File: src/rtl/seg_scan_ctrl.sv
// Scan controller for an N-digit common-anode 7-seg display sharing one decoder.
// Ports: clk, rst (async, high), en, load, value -> dec_code; dec_seg -> seg, digit_an, frame_done.
// Optional LEADING_ZERO_BLANK_EN: digits above the highest nonzero nibble stay dark.
module seg_scan_ctrl #(
  parameter int NUM_DIGITS  = 4,
  parameter int PRESCALE    = 50000,
  parameter int DEAD_CYCLES = 16
) (
  input  logic                    clk,
  input  logic                    rst,
  input  logic                    en,
  input  logic                    load,
  input  logic [4*NUM_DIGITS-1:0] value,
  output logic [3:0]              dec_code,
  input  logic [6:0]              dec_seg,
  output logic [6:0]              seg,
  output logic [NUM_DIGITS-1:0]   digit_an,
  output logic                    frame_done
);

  localparam int CW = $clog2(PRESCALE);
  localparam int IW = (NUM_DIGITS > 1) ? $clog2(NUM_DIGITS) : 1;
  localparam int VW = 4 * NUM_DIGITS;
  localparam logic [CW-1:0] CNT_LAST = CW'(PRESCALE - 1);
  localparam logic [CW-1:0] CNT_DEAD = CW'(DEAD_CYCLES - 1);
  localparam logic [IW-1:0] IDX_LAST = IW'(NUM_DIGITS - 1);

  typedef enum logic [1:0] {
    IDLE,
    BLANK,
    DRIVE
  } state_t;

  state_t          state, state_n;
  logic [CW-1:0]   cnt, cnt_n;
  logic [IW-1:0]   idx, idx_n;
  logic            frame_start;
  logic [VW-1:0]   pending, active;
  logic            digit_on;
  logic            show_n;
  logic [6:0]      seg_n;
  logic [NUM_DIGITS-1:0] an_n;
  logic            fd_n;

  assign dec_code = active[4*idx +: 4];

  always_comb begin
    state_n     = state;
    cnt_n       = cnt;
    idx_n       = idx;
    frame_start = 1'b0;
    if (!en) begin
      state_n = IDLE;
      cnt_n   = '0;
      idx_n   = '0;
    end else begin
      unique case (state)
        IDLE: begin
          state_n     = BLANK;
          cnt_n       = '0;
          idx_n       = '0;
          frame_start = 1'b1;
        end
        BLANK: begin
          cnt_n = cnt + 1'b1;
          if (cnt == CNT_DEAD) state_n = DRIVE;
        end
        DRIVE: begin
          if (cnt == CNT_LAST) begin
            state_n = BLANK;
            cnt_n   = '0;
            if (idx == IDX_LAST) begin
              idx_n       = '0;
              frame_start = 1'b1;
            end else begin
              idx_n = idx + 1'b1;
            end
          end else begin
            cnt_n = cnt + 1'b1;
          end
        end
        default: begin
          state_n = IDLE;
          cnt_n   = '0;
          idx_n   = '0;
        end
      endcase
    end
  end

`ifdef LEADING_ZERO_BLANK_EN
  logic [IW-1:0] top;
  always_comb begin
    top = '0;
    for (int k = 1; k < NUM_DIGITS; k++)
      if (active[4*k +: 4] != 4'h0) top = IW'(k);
    digit_on = (idx_n <= top);
  end
`else
  assign digit_on = 1'b1;
`endif

  // Outputs are registered from the next state so anode, segments
  // and frame_done all line up with the slot the FSM is in.
  // active is stable whenever state_n is DRIVE, so digit_on is valid.
  always_comb begin
    show_n = (state_n == DRIVE) && digit_on;
    seg_n  = show_n ? dec_seg : 7'h7F;
    for (int k = 0; k < NUM_DIGITS; k++)
      an_n[k] = !(show_n && (idx_n == IW'(k)));
    fd_n = (state_n == DRIVE) && (idx_n == IDX_LAST)
        && (cnt_n == CNT_LAST);
  end

  always_ff @(posedge clk or posedge rst) begin
    if (rst) begin
      state      <= IDLE;
      cnt        <= '0;
      idx        <= '0;
      pending    <= '0;
      active     <= '0;
      seg        <= 7'h7F;
      digit_an   <= '1;
      frame_done <= 1'b0;
    end else begin
      state      <= state_n;
      cnt        <= cnt_n;
      idx        <= idx_n;
      seg        <= seg_n;
      digit_an   <= an_n;
      frame_done <= fd_n;
      if (load) pending <= value;
      if (frame_start) active <= load ? value : pending;
    end
  end

endmodule
File: config.mk
export PLATFORM = sky130hd
export DESIGN_NAME = seg_scan_ctrl
export DESIGN_NICKNAME = d
export VERILOG_FILES = /design/src/rtl/seg_scan_ctrl.sv
export SDC_FILE = /design/constraint.sdc
export NUM_CORES = 1
export LEC_CHECK = 0
export CAP_MARGIN = 15
export CORE_ASPECT_RATIO = 0.75
export CORE_MARGIN = 1.5
export CORE_UTILIZATION = 45
export CTS_BUF_LIST = sky130_fd_sc_hd__clkbuf_4
export DETAILED_ROUTE_END_ITERATION = 7
export PLACE_DENSITY = 0.67
export SYNTH_ARGS = -nofsm -noshare
export SYNTH_HDL_FRONTEND = slang
export SYNTH_SLANG_ARGS = --single-unit
File: constraint.sdc
create_clock -name clk -period 3.15 [get_ports clk]
set_clock_uncertainty 0.1 [all_clocks]
set_input_delay 0.63 -clock clk [delete_from_list [all_inputs] [get_ports clk]]
set_output_delay 0.63 -clock clk [all_outputs]
set_load 0.01 [all_outputs]
==> impl_metrics.csv <==
group,metric,value,unit
die,rows,25,
critical_path,start_kind,"register",
synthesis,synth_nets,258,
power,combinationalPowerShare,0.124,
critical_path,worstPathArrival,3.24,ns
synthesis,syn_area_per_cell,12.8,µm²
sta,slew_headroom,0.480,
synthesis,syn-instance-count,225,
sta,drv_slew,0,
clock_network,insertion_delay,0.41,ns
power,pwr-share-clk,0.379,
power,p_sw_frac,0.226,
layout,finalInstanceArea,3600,µm²
layout,final_common_cell,"dfrtp_1",
detailed_routing,ant_nets,0,
layout,diodes,0,
power,power_switching,421,µW
global_routing,antenna_found_initial,0,
power,seqPwrFrac,0.497,
layout,final_cell_mix,"dfrtp_1, clkdlybuf4s50_1, mux2_2",
sta,setup_viol,0,
global_routing,grt_max_degree,37,
die,die-area,6890,µm²
critical_path,end_kind,"register",
sta,postLayoutSetupSlackWorst,0.141,ns
global_routing,grt_pass1_wl,9090,µm
detailed_routing,wl_met1,2500,µm
critical_path,path_class,"register to register",
power,internal-power,1.44,mW
die,pin_count,43,
synthesis,synthArstFlopShare,1.00,
detailed_routing,dr_total_vias,1917,
detailed_routing,first_iter_violations,64,
sta,fin_crit_sh,0.955,
clock_network,cts_root_buf,"clkbuf_4",
global_routing,overflow,0,
clock_network,cts_buffer_depth,2,
clock_network,clk_pin_slew_worst_paths,0.10,ns
detailed_routing,wl_per_cell,14.6,µm
die,dieWidth,95.3,µm
detailed_routing,met2_length,2330,µm
clock_network,cts.sinks,64,
power,leakage,1.48,nW
layout,drive_gt1_frac,0.295,
sta,fin_tns_setup,0,ns
power,power.density,517,nW/µm²
sta,final-hold-violation-count,0,
detailed_routing,drt_drc_violations_left,0,
global_routing,grt_pass1_vias,1928,
synthesis,synth_edf_count,0,
die,initial_core_util,0.462,
sta,tightest_slew,0.773,ns
clock_network,cts_resized,0,
placed_design,dp_hpwl,3660,µm
detailed_routing,firstDrtPassIters,4,
synthesis,yosysWarnings,0,
detailed_routing,avgViaCountPerCell,5.30,
clock_network,ctsHoldBuffers,0,
die,die_h,72.2,µm
hold_path,hp-class,"register to register",
job,maxCapViolations,0,
clock_network,cts_tree,"done",
synthesis,ys_seq_elements,64,
sta,min_period,3.01,ns
synthesis,ys_types,49,
placed_design,globalplace.congestion,0.874,
layout,nets,309,
critical_path,path_cells,"or4_4 > or4_4 > a211o_1 > a2111o_1 > or3_2",
synthesis,syn-cell-area,2880,µm²
detailed_routing,top_layer_used,"met4",
detailed_routing,route.met3.wl,424,µm
status,status,"finished, final reports clean",
detailed_routing,finalWirelength,5300,µm
clock_network,cts_htree_levels,3,
critical_path,slowest_delay,0.57,ns
die,core_area,6220,µm²
clock_network,cts_setup_buffers,0,
critical_path,critPathMaxFanout,12,
sta,rsz0062_at_grt,"no",
critical_path,crit_path_frequent_cell,"or4_4",
synthesis,ys.flop_type,"dfrtp_1",
global_routing,grt_usage,0.178,
clock_network,cts_buffers,9,
placed_design,placedInstanceArea,3410,µm²
power,ir_drop,0.280,mV
layout,syn_to_final_growth,25.2,%
placed_design,portBuffers,42,
synthesis,seq_area_frac_synth,0.562,
critical_path,crit_slowest_cell,"or4_4",
sta,timing.fmax,0.332,GHz
critical_path,crit_required,3.38,ns
placed_design,post-place-ws,0.134,ns
-- power by group through the flow --
stage	logic (mW)	registers (mW)	clock network (mW)
floorplan	0.148	0.931	0
global placement	0.229	0.939	0
detailed placement	0.234	0.943	0
CTS	0.235	0.927	0.734
global route	0.252	0.937	0.772
finish	0.230	0.925	0.706
-- Yosys cell counts (3+ instances only) --
| cell | number | area, µm² |
|---|---|---|
| dfstp_2 | 11 | 289 |
| nor4_1 | 3 | 18.8 |
| or4_1 | 3 | 22.5 |
| xor2_1 | 10 | 87.6 |
| nand2_1 | 8 | 30.0 |
| mux2_2 | 32 | 360 |
| inv_1 | 8 | 30.0 |
| ha_1 | 6 | 75.1 |
| mux4_2 | 4 | 90.1 |
| or3_1 | 3 | 18.8 |
| nor2_1 | 19 | 71.3 |
| dfrtp_1 | 53 | 1330 |
| nand3_1 | 8 | 40.0 |
| clkbuf_1 | 4 | 15.0 |
| xnor2_1 | 3 | 26.3 |
| or2_2 | 9 | 56.3 |
| nand4_1 | 3 | 18.8 |
-- final cells by class --
type | instances | area (µm²)
clock buffers | 9 | 67.6
clock inverters | 7 | 120
fillers | 538 | 2620
inverters | 8 | 30.0
multi-input cells | 146 | 1200
flip-flops and latches | 64 | 1620
well taps | 81 | 101
repair buffers | 47 | 470
-- path summary, 6_finish.rpt --
check	start	to	slack [ns]	depth (start not counted)
max	cnt[4]	digit_an[3]	0.14	5
min	pending[10]	pending[10]	0.40	1
max reg2reg	cnt[4]	digit_an[3]	0.14	5
min reg2reg	pending[10]	pending[10]	0.40	1
max in group asynchronous	rst	seg[0]	1.76	3
min in group asynchronous	rst	pending[8]	0.50	2
-- sequential cells by signal (all words and copies together) (netlist names) --
| signal | cells |
|---|---|
| active | 16 |
| cnt | 16 |
| digit_an | 4 |
| frame_done | 1 |
| seg | 7 |
| idx | 2 |
| state | 2 |
| pending | 16 |
-- cells by family (layout without fill, tap and decap cells) --
kind of cell | count (synthesis) | after routing | synth area share
simple gates | 73 | 73 | 0.144
flops | 64 | 64 | 0.562
mux | 37 | 37 | 0.160
compound gates | 17 | 17 | 0.0465
buf+inv | 15 | 71 | 0.0226
xor+xnor | 13 | 13 | 0.0396
fa+ha+maj | 6 | 6 | 0.0261
-- worst max-delay path, delay by kind of cell, from the launching register on --
kind               cells  cell delay [ns]
and+or+nand+nor        3             1.59
AOI/OAI and AO/OA      2             0.82
DFF                    1             0.43
-- per-layer routing --
metal | vias to the layer above | track usage
li1 | 914 | -
met2 | 56 | 0.256
met3 | 8 | 0.0807
met1 | 939 | 0.241
met4 | 0 | 0.0531
met5 | - | 0
-- metrics by stage --
| stage | utilization | std cells | power [mW] | hold slack (ns) |
|---|---|---|---|---|
| floorplan | - | 225 | 1.08 | 0.368 |
| global placement | 0.548 | 346 | 1.17 | 0.377 |
| detailed placement | 0.548 | 346 | 1.18 | 0.382 |
| CTS | 0.578 | 362 | 1.90 | 0.409 |
| global route | 0.578 | 362 | 1.96 | 0.420 |
| finish | 0.578 | 362 | 1.86 | 0.405 |
Note: power is estimated with default switching activity, not from simulation.
